[src/rtl/mag_serial_if.sv]
// Handshake and data bundle for the bit-serial sign-magnitude / two's-complement converter.
interface mag_serial_if #(parameter int WIDTH = 8);
  logic             start;
  logic             mode;
  logic [WIDTH-1:0] din;
  logic             busy;
  logic             done;
  logic [WIDTH-1:0] dout;
  logic             exc;

  modport master (output start, mode, din, input busy, done, dout, exc);
  modport slave  (input start, mode, din, output busy, done, dout, exc);
endinterface

[src/rtl/mag_serial.sv]
// Bit-serial converter between sign-magnitude and two's complement, one magnitude bit per clock.
// Negative operands are negated serially: copy bits through the first 1, invert the rest.
module mag_serial #(
  parameter int WIDTH = 8
) (
  input logic          clk,
  input logic          rst,
  mag_serial_if.slave  bus
);

  localparam int CNT_W = (WIDTH > 2) ? $clog2(WIDTH - 1) : 1;
  localparam logic [CNT_W-1:0] LAST_CNT = CNT_W'(WIDTH - 2);

  localparam logic [1:0] IDLE  = 2'd0;
  localparam logic [1:0] SHIFT = 2'd1;
  localparam logic [1:0] DONE  = 2'd2;

  logic [1:0]       state_q, state_d;
  logic [CNT_W-1:0] cnt_q, cnt_d;
  logic [WIDTH-2:0] shift_q, shift_d;
  logic [WIDTH-2:0] result_q, result_d;
  logic             neg_q, neg_d;
  logic             mode_q, mode_d;
  logic             seenOne_q, seenOne_d;
  logic [WIDTH-1:0] dout_q, dout_d;
  logic             exc_q, exc_d;
  logic             outBit;

  always_comb begin
    state_d   = state_q;
    cnt_d     = cnt_q;
    shift_d   = shift_q;
    result_d  = result_q;
    neg_d     = neg_q;
    mode_d    = mode_q;
    seenOne_d = seenOne_q;
    dout_d    = dout_q;
    exc_d     = exc_q;
    outBit    = 1'b0;

    case (state_q)
      IDLE: begin
        if (bus.start) begin
          state_d   = SHIFT;
          shift_d   = bus.din[WIDTH-2:0];
          neg_d     = bus.din[WIDTH-1];
          mode_d    = bus.mode;
          seenOne_d = 1'b0;
          cnt_d     = '0;
        end
      end
      SHIFT: begin
        outBit      = (neg_q & seenOne_q) ? ~shift_q[0] : shift_q[0];
        seenOne_d   = seenOne_q | shift_q[0];
        shift_d     = shift_q >> 1;
        result_d    = result_q >> 1;
        result_d[WIDTH-2] = outBit;
        cnt_d       = cnt_q + 1'b1;
        // The last bit is folded in on the same edge that publishes the result.
        if (cnt_q == LAST_CNT) begin
          state_d = DONE;
          dout_d  = {(mode_q ? (neg_q & seenOne_d) : neg_q), result_d};
          exc_d   = neg_q & ~seenOne_d;
        end
      end
      DONE: begin
        state_d = IDLE;
      end
      default: begin
        state_d = IDLE;
      end
    endcase
  end

  always_ff @(posedge clk) begin
    if (rst) begin
      state_q   <= IDLE;
      cnt_q     <= '0;
      shift_q   <= '0;
      result_q  <= '0;
      neg_q     <= 1'b0;
      mode_q    <= 1'b0;
      seenOne_q <= 1'b0;
      dout_q    <= '0;
      exc_q     <= 1'b0;
    end else begin
      state_q   <= state_d;
      cnt_q     <= cnt_d;
      shift_q   <= shift_d;
      result_q  <= result_d;
      neg_q     <= neg_d;
      mode_q    <= mode_d;
      seenOne_q <= seenOne_d;
      dout_q    <= dout_d;
      exc_q     <= exc_d;
    end
  end

  assign bus.busy = (state_q != IDLE);
  assign bus.done = (state_q == DONE);
  assign bus.dout = dout_q;
  assign bus.exc  = exc_q;

endmodule

[src/flat_wrapper.sv]
// flat-port wrapper written by rule: the top's interface ports become plain ports
module mag_serial_flat 
#(
  parameter int WIDTH = 8
)
  (clk, rst, bus_start, bus_mode, bus_din, bus_busy, bus_done, bus_dout, bus_exc);
  mag_serial_if #(.WIDTH(WIDTH)) bus_i ();
  input logic clk;
  input logic rst;
  input wire logic [$bits(bus_i.start)-1:0] bus_start;
  input wire logic [$bits(bus_i.mode)-1:0] bus_mode;
  input wire logic [$bits(bus_i.din)-1:0] bus_din;
  output wire logic [$bits(bus_i.busy)-1:0] bus_busy;
  output wire logic [$bits(bus_i.done)-1:0] bus_done;
  output wire logic [$bits(bus_i.dout)-1:0] bus_dout;
  output wire logic [$bits(bus_i.exc)-1:0] bus_exc;
  assign bus_i.start = bus_start;
  assign bus_i.mode = bus_mode;
  assign bus_i.din = bus_din;
  assign bus_busy = bus_i.busy;
  assign bus_done = bus_i.done;
  assign bus_dout = bus_i.dout;
  assign bus_exc = bus_i.exc;
  mag_serial #(.WIDTH(WIDTH)) u_core (.clk(clk), .rst(rst), .bus(bus_i));
endmodule
[config.mk]
export PLATFORM = sky130hd
export DESIGN_NAME = mag_serial_flat
export DESIGN_NICKNAME = d
export VERILOG_FILES = /design/src/rtl/mag_serial_if.sv /design/src/rtl/mag_serial.sv /design/src/flat_wrapper.sv
export SDC_FILE = /design/constraint.sdc
export NUM_CORES = 1
export LEC_CHECK = 0
export BUFFER_PORTS_ARGS = -buffer_cell sky130_fd_sc_hd__buf_2
export CAP_MARGIN = 10
export CORE_MARGIN = 10
export CORE_UTILIZATION = 60
export CTS_BUF_LIST = sky130_fd_sc_hd__clkbuf_2 sky130_fd_sc_hd__clkbuf_4 sky130_fd_sc_hd__clkbuf_8
export DETAILED_ROUTE_END_ITERATION = 6
export GPL_TIMING_DRIVEN = 0
export PLACE_DENSITY = 0.91
export SYNTH_ARGS = -nofsm -noshare
export SYNTH_HDL_FRONTEND = slang
export SYNTH_SLANG_ARGS = --single-unit
[constraint.sdc]
create_clock -name clk -period 2.7 [get_ports clk]
set_input_delay 0.675 -clock clk [delete_from_list [all_inputs] [get_ports clk]]
set_output_delay 0.675 -clock clk [all_outputs]
set_load 0.02 [all_outputs]
==> summary.txt <==
Run status
  • Outcome: finished clean

Power
  • Pwr dens: 551 nW/um^2
  • Cell leakage power: 0.627 nW
  • Maximum VDD drop: 0.000408 V

Logic synthesis
  • Post-synthesis adder-cell area fraction: 2.00%
  • FFs w/ async S/R, synth: 0%
  • Main combinational cell family by area after synthesis: simple AND/OR/NAND/NOR gates
  • Post-synth top area share: 47.9%
  • Synth top cells by count: nand2_1, dfxtp_1, a21oi_1
  • Total nets after synthesis: 155
  • FF+latch count, synth: 30
  • Mapped Avg Cell Area: 8.89 sq um
  • Synth Area in Compound Gates: 20.3%
  • Share of the yosys chip area belonging to registers: 47.9%
  • YS warnings: 0
  • Cell Area, Synth: 1250 sq um
  • Cells after synthesis: 141
  • Netlist cell types: 36
  • XOR/XNOR Fraction of Synth Area: 0.699%
  • Simple-gate share of the synthesized area: 22.0%
  • Count leader, synth: nand2_1
  • Top cells by area, synth: dfxtp_1, nand2_1, a21oi_1, nor2_1, a211oi_1
  • Post-synth EDFFs: 0
  • Cell taking the most area after synthesis: dfxtp_1
  • Top FF cell, synth: dfxtp_1
  • Post-synthesis mux area share: 1.60%

Cells and area
  • Layout cells sized above 1: 27.1%
  • ANT cells: 0
  • Area grow syn2layout: 15.3%
  • Nets@finish: 184
  • Post-route cell area: 1450 sq um

Routing
  • Wire per inst: 14.1 um
  • Vias: 1078
  • Post-DR vias/cell: 5.47
  • Routed Antenna Nets: 0
  • DRC viols: 0
  • DR pass1 iterations: 4
  • First DRT Iteration DRCs: 29
  • Drt total wl: 2.78 mm

Worst hold path
  • Hold Path Cell Cnt: 2
  • Worst hold path type: flip-flop to flip-flop
  • Worst hold start: u_core.bus.dout[4]$_SDFFE_PP0P_
  • Hold Crit Endpoint: u_core.bus.dout[4]$_SDFFE_PP0P_

Global route
  • Vias in the first global route: 983
  • Met2 Usage GRT: 22.5%
  • Grt peak-use layer: met2
  • First-pass GRT wire length: 4.37 mm
  • Pin count of the biggest net entering global routing: 11
  • Initial antenna violation count: 0
  • Met1 Use GR: 13.5%
  • Met3 Track Usage GR: 5.42%
  • Total GRT Usage: 13.1%
  • GR Overflow Total: 0

Placement
  • Placed instance area: 1400 sq um
  • Post-detail-place hpwl: 2.02 mm
  • Placer congestion estimate: 0.753
  • Buffers on Ports: 22
  • Post-place setup slack: 1.07 ns

Clock tree
  • Inserted Clock Buffers: 5
  • CTS tree: done
  • Maximum root-to-sink buffer count: 2
  • Post-CTS setup buffers: 0
  • Worst skew pair latency: 0.33 ns
  • Clock Sinks: 30
  • Post_cts resized: 0
  • Clock Tree Root: clkbuf_4
  • Reg clk slew, reported paths: 0.09 ns
  • Cts hold-fix bufs: 0
  • Htree depth: 2

Timing
  • Relative slew slack: 66.5%
  • Fin crit share: 70.7%
  • Fmax: 524 MHz
  • TNS Setup: 0 ns
  • RSZ-0062 raised after global routing: no
  • Skew final: 0.0103 ns
  • Slew Viols, Final: 0
  • Worst hold slack: 0.454 ns
  • Final hold vios: 0
  • Final worst setup slack: 0.790 ns
  • # setup viols final: 0
  • Worst Tran Pin Value: 0.502 ns
  • Final min period: 1.91 ns

Setup path
  • CP startpoint kind: flip-flop
  • Worst setup path class: flip-flop to output port
  • Arrival time worst endpoint: 1.24 ns
  • CP max-delay cell: dfxtp_1
  • Crit Reg-Reg Endpoint: u_core.bus.dout[7]$_SDFFE_PP0P_
  • Crit. End Element: output port
  • Largest stage delay on the critical path: 0.33 ns
  • RR Startpoint: u_core.cnt_q[0]$_SDFFE_PP0P_
  • CP Cell Sequence: buf_6 > or2_2 > buf_2
  • FF-to-FF path depth: 6
  • Critical path required time: 2.03 ns
  • Worst R2R Setup Slack: 1.27 ns
  • Largest fanout on the critical path: 10

Die
  • Core Rows: 16
  • Core ar.: 1980 sq um
  • Die Ht: 65.7 um
  • Chip width: 65.7 um
  • Die area: 4320 sq um
  • Ports: 23
  • Initial Util: 63.3%

Run
  • Max_cap viols: 0
[worst max-delay path, delay by kind of cell (launching register included)]
family                 cells  cell delay, ns
and+or+nand+nor            1            0.28
buffers and inverters      2            0.30
DFF                        1            0.33
[worst max-delay path by stage]
stage                                   startpoint                              to  slack [ns]  depth (start not counted)
floorplan           u_core.state_q[1]$_SDFFE_PP0P_                        bus_done        1.25                          2
global placement                         bus_start  u_core.shift_q[5]$_SDFFE_PP0P_        1.10                          5
detailed placement                             rst  u_core.shift_q[6]$_SDFFE_PP0P_        1.07                          4
CTS                 u_core.state_q[1]$_SDFFE_PP0P_                        bus_busy        0.79                          3
global route        u_core.state_q[1]$_SDFFE_PP0P_                        bus_busy        0.74                          3
finish              u_core.state_q[1]$_SDFFE_PP0P_                        bus_busy        0.79                          3
[flip-flops by register name, indices dropped and copies added (netlist names)]
register and cells:
u_core.bus.dout 8, u_core.bus.exc 1, u_core.cnt_q 3, u_core.mode_q 1
u_core.neg_q 1, u_core.result_q 6, u_core.seenOne_q 1, u_core.shift_q 7
u_core.state_q 2
[power by group]
group	internal [mW]	switching, mW	total (mW)
logic	0.0369	0.0494	0.0862
registers	0.459	0.0122	0.471
clock network	0.0933	0.145	0.239
[cell families (layout without fill, tap and decap cells)]
| group | count (synthesis) | in the layout |
|---|---|---|
| AND/OR/NAND/NOR | 58 | 58 |
| AO/OA/AOI/OAI | 37 | 37 |
| flip-flops | 30 | 30 |
| buffers and inverters | 11 | 40 |
| adder cells (fa/ha/maj) | 2 | 2 |
| multiplexers | 2 | 2 |
| XOR/XNOR | 1 | 1 |
[layer usage]
| metal | routed length (um) | vias up |
|---|---|---|
| li1 | - | 540 |
| met1 | 1120 | 511 |
| met2 | 1440 | 20 |
| met3 | 167 | 7 |
| met4 | 46 | 0 |
| met5 | 0 | - |
[final cells by class]
| cell class | instances | area [sq um] |
|---|---|---|
| sequential | 30 | 601 |
| multi-input combinational | 100 | 583 |
| fill | 155 | 537 |
| timing repair buffer | 22 | 110 |
| buffer | 9 | 62.6 |
| clock buffer | 5 | 37.5 |
| tap | 27 | 33.8 |
| clock inverter | 2 | 10.0 |
| inverter | 2 | 7.51 |
[per-stage QoR]
step	power [mW]	utilization (%)	instances
2_1_floorplan	0.541	-	141
3_3_place_gp	0.561	70.5	190
3_5_place_dp	0.566	70.5	190
4_1_cts	0.797	72.9	197
5_1_grt	0.832	72.9	197
6_report	0.796	72.9	197
[placed cells by master (no fill, tap or decap), types with 3 or more instances in the layout]
cell      instances
a211oi_1          7
a21oi_1          18
buf_2            24
buf_6             3
clkbuf_4          5
dfxtp_1          30
nand2_1          31
nor2_1           15
(Power assumes the default switching activity.)
